===== config.mk =====
export PLATFORM = sky130hd
export DESIGN_NAME = llr_dibit_packer
export DESIGN_NICKNAME = d
export VERILOG_FILES = /design/src/rtl/llr_dibit_packer_pkg.sv /design/src/rtl/llr_width_conv.sv /design/src/rtl/llr_dibit_packer.sv
export SDC_FILE = /design/constraint.sdc
export NUM_CORES = 1
export LEC_CHECK = 0
export ABC_CLOCK_PERIOD_IN_PS = 2500
export CORE_MARGIN = 2
export CORE_UTILIZATION = 30
export DETAILED_ROUTE_END_ITERATION = 8
export GPL_TIMING_DRIVEN = 1
export PLACE_DENSITY = 0.61
export SYNTH_ARGS = -nofsm -noshare
export SYNTH_HDL_FRONTEND = slang
export SYNTH_SLANG_ARGS = --single-unit

===== constraint.sdc =====
create_clock -name i_clk_2x -period 2.5 [get_ports i_clk_2x]
set_input_delay 0.75 -clock i_clk_2x [delete_from_list [all_inputs] [get_ports i_clk_2x]]
set_output_delay 0.75 -clock i_clk_2x [all_outputs]
set_load 0.05 [all_outputs]

===== src/rtl/llr_dibit_packer_pkg.sv =====
// Shared definitions for the LLR dibit packer: X1 seed, FSM states and the
// soft-bit width conversion.
// Optional feature macro: LLR_PACK_SAT_EN (symmetric saturation instead of
// dropping LSBs).
package llr_dibit_packer_pkg;

  localparam logic [30:0] X1_INIT = 31'h0000_0001;

  typedef enum logic [1:0] {
    IDLE  = 2'd0,
    START = 2'd1,
    PACK  = 2'd2,
    FLUSH = 2'd3
  } pack_state_t;

`ifdef LLR_PACK_SAT_EN
  // Keep the LSBs and clamp symmetrically so the most-negative code never
  // appears (downstream negation stays in range).
  function automatic logic signed [31:0] llr_convert(input logic signed [31:0] llr,
                                                     input int out_w);
    logic signed [31:0] lim;
    lim = (32'sd1 <<< (out_w - 1)) - 32'sd1;
    if (llr > lim) begin
      llr_convert = lim;
    end else if (llr < -lim) begin
      llr_convert = -lim;
    end else begin
      llr_convert = llr;
    end
  endfunction
`else
  // Drop LSBs with an arithmetic shift; the caller keeps the low bits, which
  // are the original MSBs.
  function automatic logic signed [31:0] llr_convert(input logic signed [31:0] llr,
                                                     input int drop_lsbs);
    llr_convert = llr >>> drop_lsbs;
  endfunction
`endif

endpackage


===== src/rtl/llr_width_conv.sv =====
// Combinational soft-bit width conversion (truncate, or saturate when
// LLR_PACK_SAT_EN is defined). Shared by other soft-bit paths.
module llr_width_conv
  import llr_dibit_packer_pkg::*;
#(
  parameter int IN_WIDTH  = 10,
  parameter int OUT_WIDTH = 8
) (
  input  logic signed [IN_WIDTH-1:0]  raw_llr,
  output logic signed [OUT_WIDTH-1:0] conv_llr
);

`ifdef LLR_PACK_SAT_EN
  assign conv_llr = OUT_WIDTH'(llr_convert(32'(raw_llr), OUT_WIDTH));
`else
  assign conv_llr = OUT_WIDTH'(llr_convert(32'(raw_llr), IN_WIDTH - OUT_WIDTH));
`endif

endmodule


===== src/rtl/llr_dibit_packer.sv =====
// Packs one LLR per clock into even/odd pairs for the two-LLR-per-clock
// descrambler, issues the per-block sequence start with X1/X2 seeds, pads
// odd-length blocks and flags protocol errors.
// Optional feature macro: LLR_PACK_SAT_EN (handled in llr_width_conv).
module llr_dibit_packer
  import llr_dibit_packer_pkg::*;
#(
  parameter int IN_WIDTH  = 10,
  parameter int OUT_WIDTH = 8,
  parameter int LEN_WIDTH = 16
) (
  input  logic                        i_clk_2x,
  input  logic                        i_rstn,
  input  logic                        i_sof,
  input  logic [30:0]                 i_c_init,
  input  logic [LEN_WIDTH-1:0]        i_blk_len,
  input  logic signed [IN_WIDTH-1:0]  i_data,
  input  logic                        i_strb,
  output logic                        o_start,
  output logic [30:0]                 o_x1_init,
  output logic [30:0]                 o_x2_init,
  output logic signed [OUT_WIDTH-1:0] o_data,
  output logic signed [OUT_WIDTH-1:0] o_data2,
  output logic                        o_strb,
  output logic                        o_eob,
  output logic                        o_busy,
  output logic                        o_err
);

  pack_state_t                 state_r, state_nxt_s;
  logic [LEN_WIDTH-1:0]        cnt_r, cnt_nxt_s, cnt_inc_s;
  logic [LEN_WIDTH-1:0]        len_r, len_nxt_s;
  logic signed [OUT_WIDTH-1:0] hold_r, hold_nxt_s;
  logic signed [OUT_WIDTH-1:0] conv_s;
  logic signed [OUT_WIDTH-1:0] data_nxt_s, data2_nxt_s;
  logic [30:0]                 x1_nxt_s, x2_nxt_s;
  logic                        start_nxt_s, strb_nxt_s, eob_nxt_s, err_nxt_s, busy_nxt_s;

  llr_width_conv #(
    .IN_WIDTH (IN_WIDTH),
    .OUT_WIDTH(OUT_WIDTH)
  ) u_conv (
    .raw_llr (i_data),
    .conv_llr(conv_s)
  );

  assign cnt_inc_s = cnt_r + LEN_WIDTH'(1'b1);

  // Next-state, counter/hold and next-output decode.
  always_comb begin
    state_nxt_s = state_r;
    cnt_nxt_s   = cnt_r;
    len_nxt_s   = len_r;
    hold_nxt_s  = hold_r;
    x1_nxt_s    = o_x1_init;
    x2_nxt_s    = o_x2_init;
    data_nxt_s  = o_data;
    data2_nxt_s = o_data2;
    start_nxt_s = 1'b0;
    strb_nxt_s  = 1'b0;
    eob_nxt_s   = 1'b0;
    err_nxt_s   = 1'b0;

    if (i_sof) begin
      // A new block always wins; a strobe in the same cycle is dropped quietly.
      err_nxt_s  = (state_r != IDLE) || (i_blk_len == '0);
      cnt_nxt_s  = '0;
      hold_nxt_s = '0;
      if (i_blk_len != '0) begin
        len_nxt_s   = i_blk_len;
        x1_nxt_s    = X1_INIT;
        x2_nxt_s    = i_c_init;
        start_nxt_s = 1'b1;
        state_nxt_s = START;
      end else begin
        state_nxt_s = IDLE;
      end
    end else begin
      case (state_r)
        IDLE: begin
          err_nxt_s = i_strb;
        end
        START, PACK: begin
          state_nxt_s = PACK;
          if (i_strb) begin
            cnt_nxt_s = cnt_inc_s;
            if (cnt_r[0] == 1'b0) begin
              hold_nxt_s = conv_s;
            end else begin
              data_nxt_s  = hold_r;
              data2_nxt_s = conv_s;
              strb_nxt_s  = 1'b1;
            end
            if (cnt_inc_s == len_r) begin
              // Even length closes on this pair; odd length pads in FLUSH.
              eob_nxt_s   = cnt_r[0];
              state_nxt_s = cnt_r[0] ? IDLE : FLUSH;
            end else begin
              state_nxt_s = PACK;
            end
          end else begin
            cnt_nxt_s = cnt_r;
          end
        end
        FLUSH: begin
          // Emitting from FLUSH keeps a one-LLR block's pair two cycles
          // behind its start pulse.
          data_nxt_s  = hold_r;
          data2_nxt_s = '0;
          strb_nxt_s  = 1'b1;
          eob_nxt_s   = 1'b1;
          err_nxt_s   = i_strb;
          state_nxt_s = IDLE;
        end
        default: begin
          state_nxt_s = IDLE;
        end
      endcase
    end

    busy_nxt_s = (state_nxt_s != IDLE) || strb_nxt_s;
  end

  // State, bookkeeping and registered outputs.
  always_ff @(posedge i_clk_2x or negedge i_rstn) begin
    if (!i_rstn) begin
      state_r   <= IDLE;
      cnt_r     <= '0;
      len_r     <= '0;
      hold_r    <= '0;
      o_start   <= 1'b0;
      o_x1_init <= 31'h0000_0000;
      o_x2_init <= 31'h0000_0000;
      o_data    <= '0;
      o_data2   <= '0;
      o_strb    <= 1'b0;
      o_eob     <= 1'b0;
      o_busy    <= 1'b0;
      o_err     <= 1'b0;
    end else begin
      state_r   <= state_nxt_s;
      cnt_r     <= cnt_nxt_s;
      len_r     <= len_nxt_s;
      hold_r    <= hold_nxt_s;
      o_start   <= start_nxt_s;
      o_x1_init <= x1_nxt_s;
      o_x2_init <= x2_nxt_s;
      o_data    <= data_nxt_s;
      o_data2   <= data2_nxt_s;
      o_strb    <= strb_nxt_s;
      o_eob     <= eob_nxt_s;
      o_busy    <= busy_nxt_s;
      o_err     <= err_nxt_s;
    end
  end

endmodule


==> results.yml, run 1 <==
clock_network:
  clock-root-buffer: "clkbuf_16"
  cts_tree: "yes"
  htree_num_levels: 3
  clockBufferDepth: 2
  cts_sinks: 95
  numCtsBuffers: 9
  clock_latency_ns: 0.35
  clkSlewWorstSetupHoldPaths_ns: 0.06
route:
  vias: 3595
  drt_wl_total_mm: 11.0
  first_pass_iters: 4
  route.antenna.remaining_nets: 0
  drt_iter0_markers: 197
  drc_errors: 0
  post_drt_via_cell_ratio: 4.69
  wl_per_cell_um: 14.3
timing:
  setup_tns_ns: -0.0287
  skew_ns: 0.00988
  slew_headroom_pct: 55.1
  period_needed_ns: 2.53
  hold_viol_final: 0
  slew_viol_final: 0
  rsz0062_at_grt: "yes"
  max_freq_mhz: 395
  tightest_slew_ns: 0.670
  layout_setup_ws_ns: -0.0287
  post-route-period-util_pct: 101
  setup-violations-final: 1
die:
  ioPinCount: 144
  die_area_mm2: 0.0166
  initial_utilization_pct: 30.7
  die_y_um: 129
  core_area_mm2: 0.0152
  die_w_um: 129
  rows: 45
setup_path:
  critPathBufInv: 1
  crit_fanout: 4
  path_cells: "buf_4, nand3_2, nor4_2, xor2_1, a2111o_1, nor4_4, o41ai_2, or3_1"
  crit_family: "simple AND/OR/NAND/NOR gates"
  cp-start-kind: "register"
  crit_slowest_cell: "a2111o_1"
  worstPathArrival_ns: 2.76
  critPathMaxStageDelay_ns: 0.46
  worstSetupPathType: "register to register"
  end_kind: "register"
  cp.required_ns: 2.73
grt:
  globalRouteTotalUtil_pct: 14.0
  grt_overflow: 0
  grt_pass1_wl_mm: 18.4
  grt_pass1_vias: 3738
  grt_max_degree: 44
  antenna_found_initial: 0
yosys:
  seq_area_frac_synth_pct: 51.0
  syn_area_per_cell_um2: 10.9
  synth_top_area_share_pct: 51.0
  ys_top_cells_by_count: "dfrtp_1, nand2_1, mux2_2, buf_4"
  synthFlopType: "dfrtp_1"
  synth.area.top_cells: "dfrtp_1, mux2_2, nand2_1"
  synth_cell_type_count: 54
  netlist_area_mm2: 0.00466
  synth-seq-cells: 95
  yosysMostFrequentCell: "dfrtp_1"
  synth_edf_count: 0
  yosys_warnings: 0
  async_flop_share_pct: 100
  syn_inst: 428
  yosys.area.top_type: "dfrtp_1"
final_layout:
  nNetsFinal: 639
  area_growth_pct: 41.6
  n_antenna_cell: 0
  n_fill_cell: 1459
  drive_above_1_share_pct: 23.5
  fin_area_mm2: 0.00661
power_and_ir_drop:
  internal_power_mw: 3.21
  switchingPower_mw: 1.89
  switching_share_pct: 37.0
  clkPwrFrac_pct: 27.1
  p_leak_nw: 2.85
  p_per_area_mw_per_mm2: 772
  irDropWorstVdd_mv: 0.420
  p_comb_share_pct: 35.6
  pwr-share-seq_pct: 37.3
place:
  io_buffers: 111
  gp_congestion: 0.849
  hpwl_mm: 8.07
  postPlaceCellArea_mm2: 0.00612
status:
  violations: "setup timing"
  status: "finished with violations"
job:
  cap_violations: 0
hold_path:
  hold_class: "input pin to async pin"
==> worst reg2reg max path, delay by kind of cell (launching register included) <==
family	cells	cell delay, ns
flip-flops	1	0.40
XOR/XNOR	1	0.11
buffers and inverters	1	0.14
AND/OR/NAND/NOR	4	1.18
AO/OA/AOI/OAI	2	0.58
==> worst paths after layout <==
check,slack [ns],cells after the start,endpoint,startpoint
min in group i_clk_2x,0.47,1,o_x1_init[0],o_x1_init[0]
worst min-delay path,0.33,1,o_x2_init[20],i_rstn
worst min register to register,0.47,1,o_x1_init[0],o_x1_init[0]
worst max register to register,-0.03,8,o_busy,cnt_r[1]
max in group asynchronous,1.50,2,cnt_r[6],i_rstn
worst max-delay path,-0.03,8,o_busy,cnt_r[1]
==> final cells by class <==
class / count / area (um2) / share of cell area [%]
well taps: 188 / 235 / 3.56
inverters: 7 / 26.3 / 0.398
clock buffers: 10 / 239 / 3.62
flip-flops and latches: 95 / 2380 / 36.1
multi-input cells: 306 / 2170 / 32.9
repair buffers: 155 / 1490 / 22.6
clock inverters: 5 / 56.3 / 0.852
==> power by group through the flow <==
stage / Clock (mW) / Sequential (mW) / Combinational (mW)
6_report: 1.38 / 1.90 / 1.81
5_1_grt: 1.49 / 1.94 / 1.94
4_1_cts: 1.43 / 1.91 / 1.79
3_5_place_dp: 0 / 1.93 / 1.78
3_3_place_gp: 0 / 1.93 / 1.76
2_1_floorplan: 0 / 2.49 / 0.590
==> flip-flops by register name (all words and copies together) (netlist names) <==
| signal | flops |
|---|---|
| cnt_r | 16 |
| o_data2 | 8 |
| len_r | 16 |
| o_start | 1 |
| o_busy | 1 |
| o_err | 1 |
| o_data | 8 |
| hold_r | 8 |
| o_strb | 1 |
| o_eob | 1 |
| o_x1_init | 1 |
| o_x2_init | 31 |
| state_r | 2 |
==> stage by stage <==
| step | total power [mW] | hold slack [ns] | setup slack (ns) | instances | util, % |
|---|---|---|---|---|---|
| 2_1_floorplan | 3.08 | 0.439 | 0.295 | 457 | - |
| 3_3_place_gp | 3.69 | 0.457 | -0.363 | 744 | 40.3 |
| 3_5_place_dp | 3.72 | 0.458 | -0.385 | 744 | 40.3 |
| 4_1_cts | 5.12 | 0.349 | -0.0406 | 760 | 42.4 |
| 5_1_grt | 5.36 | 0.361 | -0.126 | 766 | 43.4 |
| 6_report | 5.10 | 0.335 | -0.0287 | 766 | 43.4 |
==> metal layers <==
metal	routed length, um	track usage, %	part of all wire, %
met1	4640	17.2	42
met2	5420	22.7	49
met3	690	4.53	6.3
met4	216	5.63	2.0
met5	0	0	0
==> cell families (layout without fill, tap and decap cells) <==
family | after synthesis | count (layout) | share of synthesized area, %
and+or+nand+nor | 154 | 154 | 17.3
buffers and inverters | 56 | 177 | 7.59
muxes | 47 | 47 | 11.3
DFF | 95 | 95 | 51.0
xor gates and xnor gates | 29 | 29 | 5.45
AOI/OAI and AO/OA | 42 | 42 | 6.20
adders and majority gates | 4 | 4 | 1.07
other | 1 | 30 | 0.0804
==> repair_timing <==
item,4_1_cts,5_1_grt
resized for setup,4,19
pin swaps,0,3
endpoints found under the setup margin,33,51
endpoints found under the hold margin,0,0
buffers inserted,1,6
hold buffers,0,0
==> cell usage in the layout (no fill, tap or decap), types with 2 or more instances in the layout <==
cell type | netlist | routed
clkinv_2 | 0 | 2
nand4_4 | 0 | 2
dfrtp_1 | 95 | 90
clkbuf_16 | 0 | 9
a31oi_1 | 2 | 2
nand3_1 | 8 | 7
and2_1 | 2 | 2
inv_1 | 7 | 7
o21ai_0 | 5 | 5
and3_1 | 3 | 2
ha_1 | 4 | 3
nand3b_1 | 9 | 9
a21oi_1 | 18 | 18
buf_4 | 36 | 40
o31ai_1 | 2 | 2
and4_1 | 4 | 4
nor3_1 | 5 | 5
nor4_1 | 6 | 3
o21a_1 | 2 | 2
mux2_2 | 47 | 47
buf_12 | 0 | 4
nor4_2 | 3 | 4
nor4_4 | 1 | 3
clkdlybuf4s50_1 | 0 | 110
nand4_1 | 6 | 6
dfrtp_2 | 0 | 5
xnor2_1 | 11 | 11
or3_1 | 3 | 3
nor2_1 | 17 | 17
conb_1 | 1 | 30
nand2_1 | 73 | 73
xor2_1 | 18 | 17
nand2b_1 | 3 | 3
Power figures use the tool's default switching activity.
==> run 2: changes to the inputs <==
--- a/config.mk
+++ b/config.mk
@@ -7,10 +7,10 @@
 export LEC_CHECK = 0
 export ABC_CLOCK_PERIOD_IN_PS = 2500
 export CORE_MARGIN = 2
-export CORE_UTILIZATION = 30
+export CORE_UTILIZATION = 35
 export DETAILED_ROUTE_END_ITERATION = 8
 export GPL_TIMING_DRIVEN = 1
-export PLACE_DENSITY = 0.61
+export PLACE_DENSITY = 0.69
 export SYNTH_ARGS = -nofsm -noshare
 export SYNTH_HDL_FRONTEND = slang
 export SYNTH_SLANG_ARGS = --single-unit
==> run 2 against run 1 <==
Effect of this change:
- largest cell class unchanged
- sequential power about the same
- combinational power is essentially flat
- flip-flop and latch count unchanged
- die area shrank 14%
- register-to-register slack barely moved
- core utilization is 5.8 points higher
- wire length decreased by 1.9%
- the flow still finishes with violations (setup timing)
==> results.yml, run 2 (synthesized netlist as in run 1, its figures left out) <==
grt:
  grt_pass1_wl_mm: 17.6
  antenna_found_initial: 0
  grt_overflow: 0
  grt_max_degree: 56
  grt_pass1_vias: 3624
  globalRouteTotalUtil_pct: 15.3
die:
  rows: 42
  die_w_um: 119
  die_area_mm2: 0.0143
  core_area_mm2: 0.0131
  die_y_um: 119
  initial_utilization_pct: 35.5
  ioPinCount: 144
timing:
  max_freq_mhz: 397
  fin_hold_ws_ns: 0.288
  setup_tns_ns: -0.0183
  rsz0062_at_grt: "yes"
  post-route-period-util_pct: 101
  hold_viol_final: 0
  period_needed_ns: 2.52
  tightest_slew_ns: 0.656
  skew_ns: 0.00620
  slew_headroom_pct: 56.0
  setup-violations-final: 1
  slew_viol_final: 0
  layout_setup_ws_ns: -0.0183
power_and_ir_drop:
  p_total_mw: 5.10
  irDropWorstVdd_mv: 0.438
  p_per_area_mw_per_mm2: 788
  p_leak_nw: 2.80
place:
  io_buffers: 111
  hpwl_mm: 7.78
  gp_congestion: 0.877
  postPlaceCellArea_mm2: 0.00608
  placedCellCount: 726
  place_ws_ns: -0.268
setup_path:
  crit_slowest_cell: "dfrtp_1"
  end_kind: "register"
  crit_path_frequent_cell: "buf_4"
  cp-start-kind: "register"
  crit_fanout: 5
  critPathMaxStageDelay_ns: 0.42
  critPathBufInv: 2
  crit_family: "simple AND/OR/NAND/NOR gates"
  worstSetupPathType: "register to register"
  path_cells: "ha_2, buf_4, buf_4, xnor2_4, nand3_1, o31ai_2, o2111ai_2, nor4_4, o41ai_2, or3_1"
  worstPathArrival_ns: 2.73
  cp.required_ns: 2.71
clock_network:
  clock_latency_ns: 0.34
  htree_num_levels: 3
  cts_tree: "yes"
  numCtsBuffers: 9
  clkSlewWorstSetupHoldPaths_ns: 0.06
  clockBufferDepth: 2
  cts_sinks: 95
  clock-root-buffer: "clkbuf_16"
  hold_buffers: 0
final_layout:
  seq_area_mm2: 0.00238
  layout_commonest_cell: "clkdlybuf4s50_1"
  fin_area_mm2: 0.00647
  multi_input_area_mm2: 0.00212
  largest_reg_flops: 31
  n_antenna_cell: 0
  top_register: "o_x2_init"
  top_regs: "o_x2_init (31), cnt_r (16), len_r (16)"
  finalNonFillerCells: 745
  n_fill_cell: 1225
  nNetsFinal: 630
  final_core_util_pct: 49.3
  area_growth_pct: 38.8
  final_cell_mix: "clkdlybuf4s50_1, dfrtp_1, nand2_1"
  drive_above_1_share_pct: 21.1
route:
  first_pass_iters: 6
  vias: 3576
  drt_iter0_markers: 210
  drt_wl_total_mm: 10.8
  drc_errors: 0
  wl_per_cell_um: 14.5
  post_drt_via_cell_ratio: 4.80
  route.antenna.remaining_nets: 0
job:
  cap_violations: 0
status:
  status: "finished with violations"
  violations: "setup timing"
hold_path:
  hold_class: "input pin to async pin"
[run 2: final cells by class]
class / count / share of cell area, %
sequential: 95 / 36.8
multi-input combinational: 306 / 32.7
timing repair buffer: 146 / 22.0
clock buffer: 11 / 3.90
tap: 176 / 3.40
clock inverter: 4 / 0.831
inverter: 7 / 0.406
[run 2: per-layer routing]
layer  GRT usage, %  part of all wire (%)
met1           18.0                    40
met2           26.7                    52
met3           4.60                   6.8
met4           4.63                   1.0
met5              0                     0
[run 2: path summary, 6_finish.rpt]
| check | startpoint | to | slack, ns | cells after the start |
|---|---|---|---|---|
| worst min register to register | hold_r[3] | o_data[3] | 0.47 | 2 |
| worst max-delay path | cnt_r[1] | o_busy | -0.02 | 10 |
| max in group asynchronous | i_rstn | cnt_r[3] | 1.63 | 2 |
| worst max register to register | cnt_r[1] | o_busy | -0.02 | 10 |
| min in group i_clk_2x | hold_r[3] | o_data[3] | 0.47 | 2 |
| worst min-delay path | i_rstn | o_x1_init[0] | 0.29 | 1 |
[run 2: what timing repair did]
action | in CTS | in global routing
setup endpoints to repair | 1 | 16
gates cloned | 0 | 0
setup buffers | 4 | 0
pin swaps | 6 | 2
resized for setup | 6 | 5
[run 2: power breakdown]
| group | internal (mW) | total (mW) | switching, mW |
|---|---|---|---|
| logic | 0.643 | 1.80 | 1.15 |
| clock network | 0.829 | 1.40 | 0.573 |
| registers | 1.76 | 1.91 | 0.142 |
==> run 3: changes to the inputs <==
--- a/config.mk
+++ b/config.mk
@@ -9,8 +9,9 @@
 export CORE_MARGIN = 2
 export CORE_UTILIZATION = 35
 export DETAILED_ROUTE_END_ITERATION = 8
+export DONT_BUFFER_PORTS = 1
 export GPL_TIMING_DRIVEN = 1
-export PLACE_DENSITY = 0.69
+export PLACE_DENSITY = 0.55
 export SYNTH_ARGS = -nofsm -noshare
 export SYNTH_HDL_FRONTEND = slang
 export SYNTH_SLANG_ARGS = --single-unit
==> run 3 against run 2 <==
Effect of this change:
- the flow now finishes without violations
- flip-flop and latch count stayed put
- sequential power is 31% higher
- cell area is 16% lower
- non-clock buffer count is 106 lower
- fmax is 4.6% higher
- worst setup slack better by 0.11 ns
- critical path type unchanged
- critical endpoint unchanged
- largest power group unchanged
==> results.yml, run 3 (synthesized netlist as in run 1, its figures left out) <==
status:
  status: "finished, final reports clean"
timing:
  setup-violations-final: 0
  setup_tns_ns: 0
  hold_viol_final: 0
  tightest_slew_ns: 0.583
  skew_ns: 0.00748
  fin_hold_ws_ns: 0.0959
  period_needed_ns: 2.41
  slew_viol_final: 0
  post-route-period-util_pct: 96.3
  slew_headroom_pct: 61.0
  max_freq_mhz: 415
grt:
  grt_pass1_wl_mm: 16.4
  grt_pass1_vias: 3285
  globalRouteTotalUtil_pct: 14.5
  grt_max_degree: 96
  grt_overflow: 0
  antenna_found_initial: 0
final_layout:
  top_regs: "o_x2_init (31), cnt_r (16), len_r (16)"
  largest_reg_flops: 31
  area_growth_pct: 16.1
  final_cell_mix: "dfrtp_1, nand2_1, mux2_2"
  drive_above_1_share_pct: 28.4
  n_antenna_cell: 0
  top_register: "o_x2_init"
  layout_commonest_cell: "dfrtp_1"
  final_core_util_pct: 41.2
  nNetsFinal: 524
  fin_area_mm2: 0.00542
route:
  route.antenna.remaining_nets: 0
  wl_per_cell_um: 16.0
  first_pass_iters: 4
  vias: 3156
  drt_iter0_markers: 136
  post_drt_via_cell_ratio: 4.93
  drt_wl_total_mm: 10.2
  drc_errors: 0
power_and_ir_drop:
  p_per_area_mw_per_mm2: 867
  irDropWorstVdd_mv: 0.396
  p_total_mw: 4.70
  p_leak_nw: 2.39
hold_path:
  hold_class: "input pin to async pin"
clock_network:
  cts_sinks: 95
  clockBufferDepth: 2
  cts_tree: "yes"
  clkSlewWorstSetupHoldPaths_ns: 0.07
  hold_buffers: 0
  numCtsBuffers: 9
  clock-root-buffer: "clkbuf_16"
  htree_num_levels: 3
  clock_latency_ns: 0.34
setup_path:
  crit_slowest_cell: "a2111o_1"
  reg2reg_to: "o_busy"
  cp-start-kind: "register"
  path_cells: "buf_4, and3_2, a211oi_2, nor3_1, a2111o_1, nor4_4, o41ai_1, or3_1"
  worstSetupPathType: "register to register"
  regToRegSetupSlack_ns: 0.09
  crit_end: "o_busy"
  crit_fanout: 4
  rr_worst_depth: 8
  end_kind: "register"
  worstPathArrival_ns: 2.62
  cp.required_ns: 2.72
  r2r_start: "cnt_r[1]"
  cp-startpoint: "cnt_r[1]"
  critPathMaxStageDelay_ns: 0.42
die:
  core_area_mm2: 0.0131
  rows: 42
  die_area_mm2: 0.0143
  ioPinCount: 144
  initial_utilization_pct: 35.5
  die_y_um: 119
  die_w_um: 119
place:
  io_buffers: 0
  postPlaceCellArea_mm2: 0.00490
  hpwl_mm: 7.19
  gp_congestion: 0.849
job:
  cap_violations: 0
## run 3: changes by cell type in the layout (fill, tap and decap cells not counted), sizes merged
cell	before	now
buf	36	40
clkbuf	11	10
clkdlybuf4s50	110	0
inv	8	9
bufinv	1	2
## run 3: what timing repair did
| item | 4_1_cts | 5_1_grt |
|---|---|---|
| endpoints found under the hold margin | 0 | 0 |
| setup buffers | 11 | 1 |
| pin swaps | 4 | 10 |
| resized for setup | 8 | 18 |
| endpoints found under the setup margin | 1 | 2 |
## run 3: worst min-delay path by stage
stage               cells past startpoint       from            end
finish                                  0     i_rstn      len_r[14]
floorplan                               2  hold_r[0]      o_data[0]
detailed placement                      0     i_rstn  o_x2_init[18]
CTS                                     0     i_rstn  o_x2_init[18]
global placement                        0     i_rstn  o_x2_init[19]
global route                            0     i_rstn      len_r[14]
## run 3: layer usage
| layer | routed length (um) | track usage (%) | part of all wire [%] |
|---|---|---|---|
| met1 | 4200 | 17.2 | 41 |
| met3 | 747 | 5.08 | 7.3 |
| met4 | 253 | 6.47 | 2.5 |
| met5 | 0 | 0 | 0 |
| met2 | 5020 | 23.7 | 49 |
## run 3: worst max-delay path: cells and delay by family, from the launching register on
family                 cells  cell delay, ns
AO/OA/AOI/OAI              3            0.73
buffers and inverters      1            0.17
flip-flops                 1            0.41
AND/OR/NAND/NOR            4            0.97
## run 3: final cells by class
type	instances	area, um2
clock inverters	6	92.6
multi-input cells	306	2160
repair buffers	40	308
clock buffers	10	229
fillers	1311	7720
inverters	7	26.3
well taps	176	220
flip-flops and latches	95	2380
## run 3: stage by stage
step	worst slack, ns	std cells
after floorplan	0.295	457
after detailed placement	0.0109	613
after global routing	-0.00843	640
after global placement	0.0166	613
final	0.0924	640
after CTS	0.00246	640
## run 3: power by group
| group | switching [mW] | internal [mW] |
|---|---|---|
| combinational | 0.427 | 0.270 |
| clock | 0.605 | 0.886 |
| sequential | 0.757 | 1.75 |
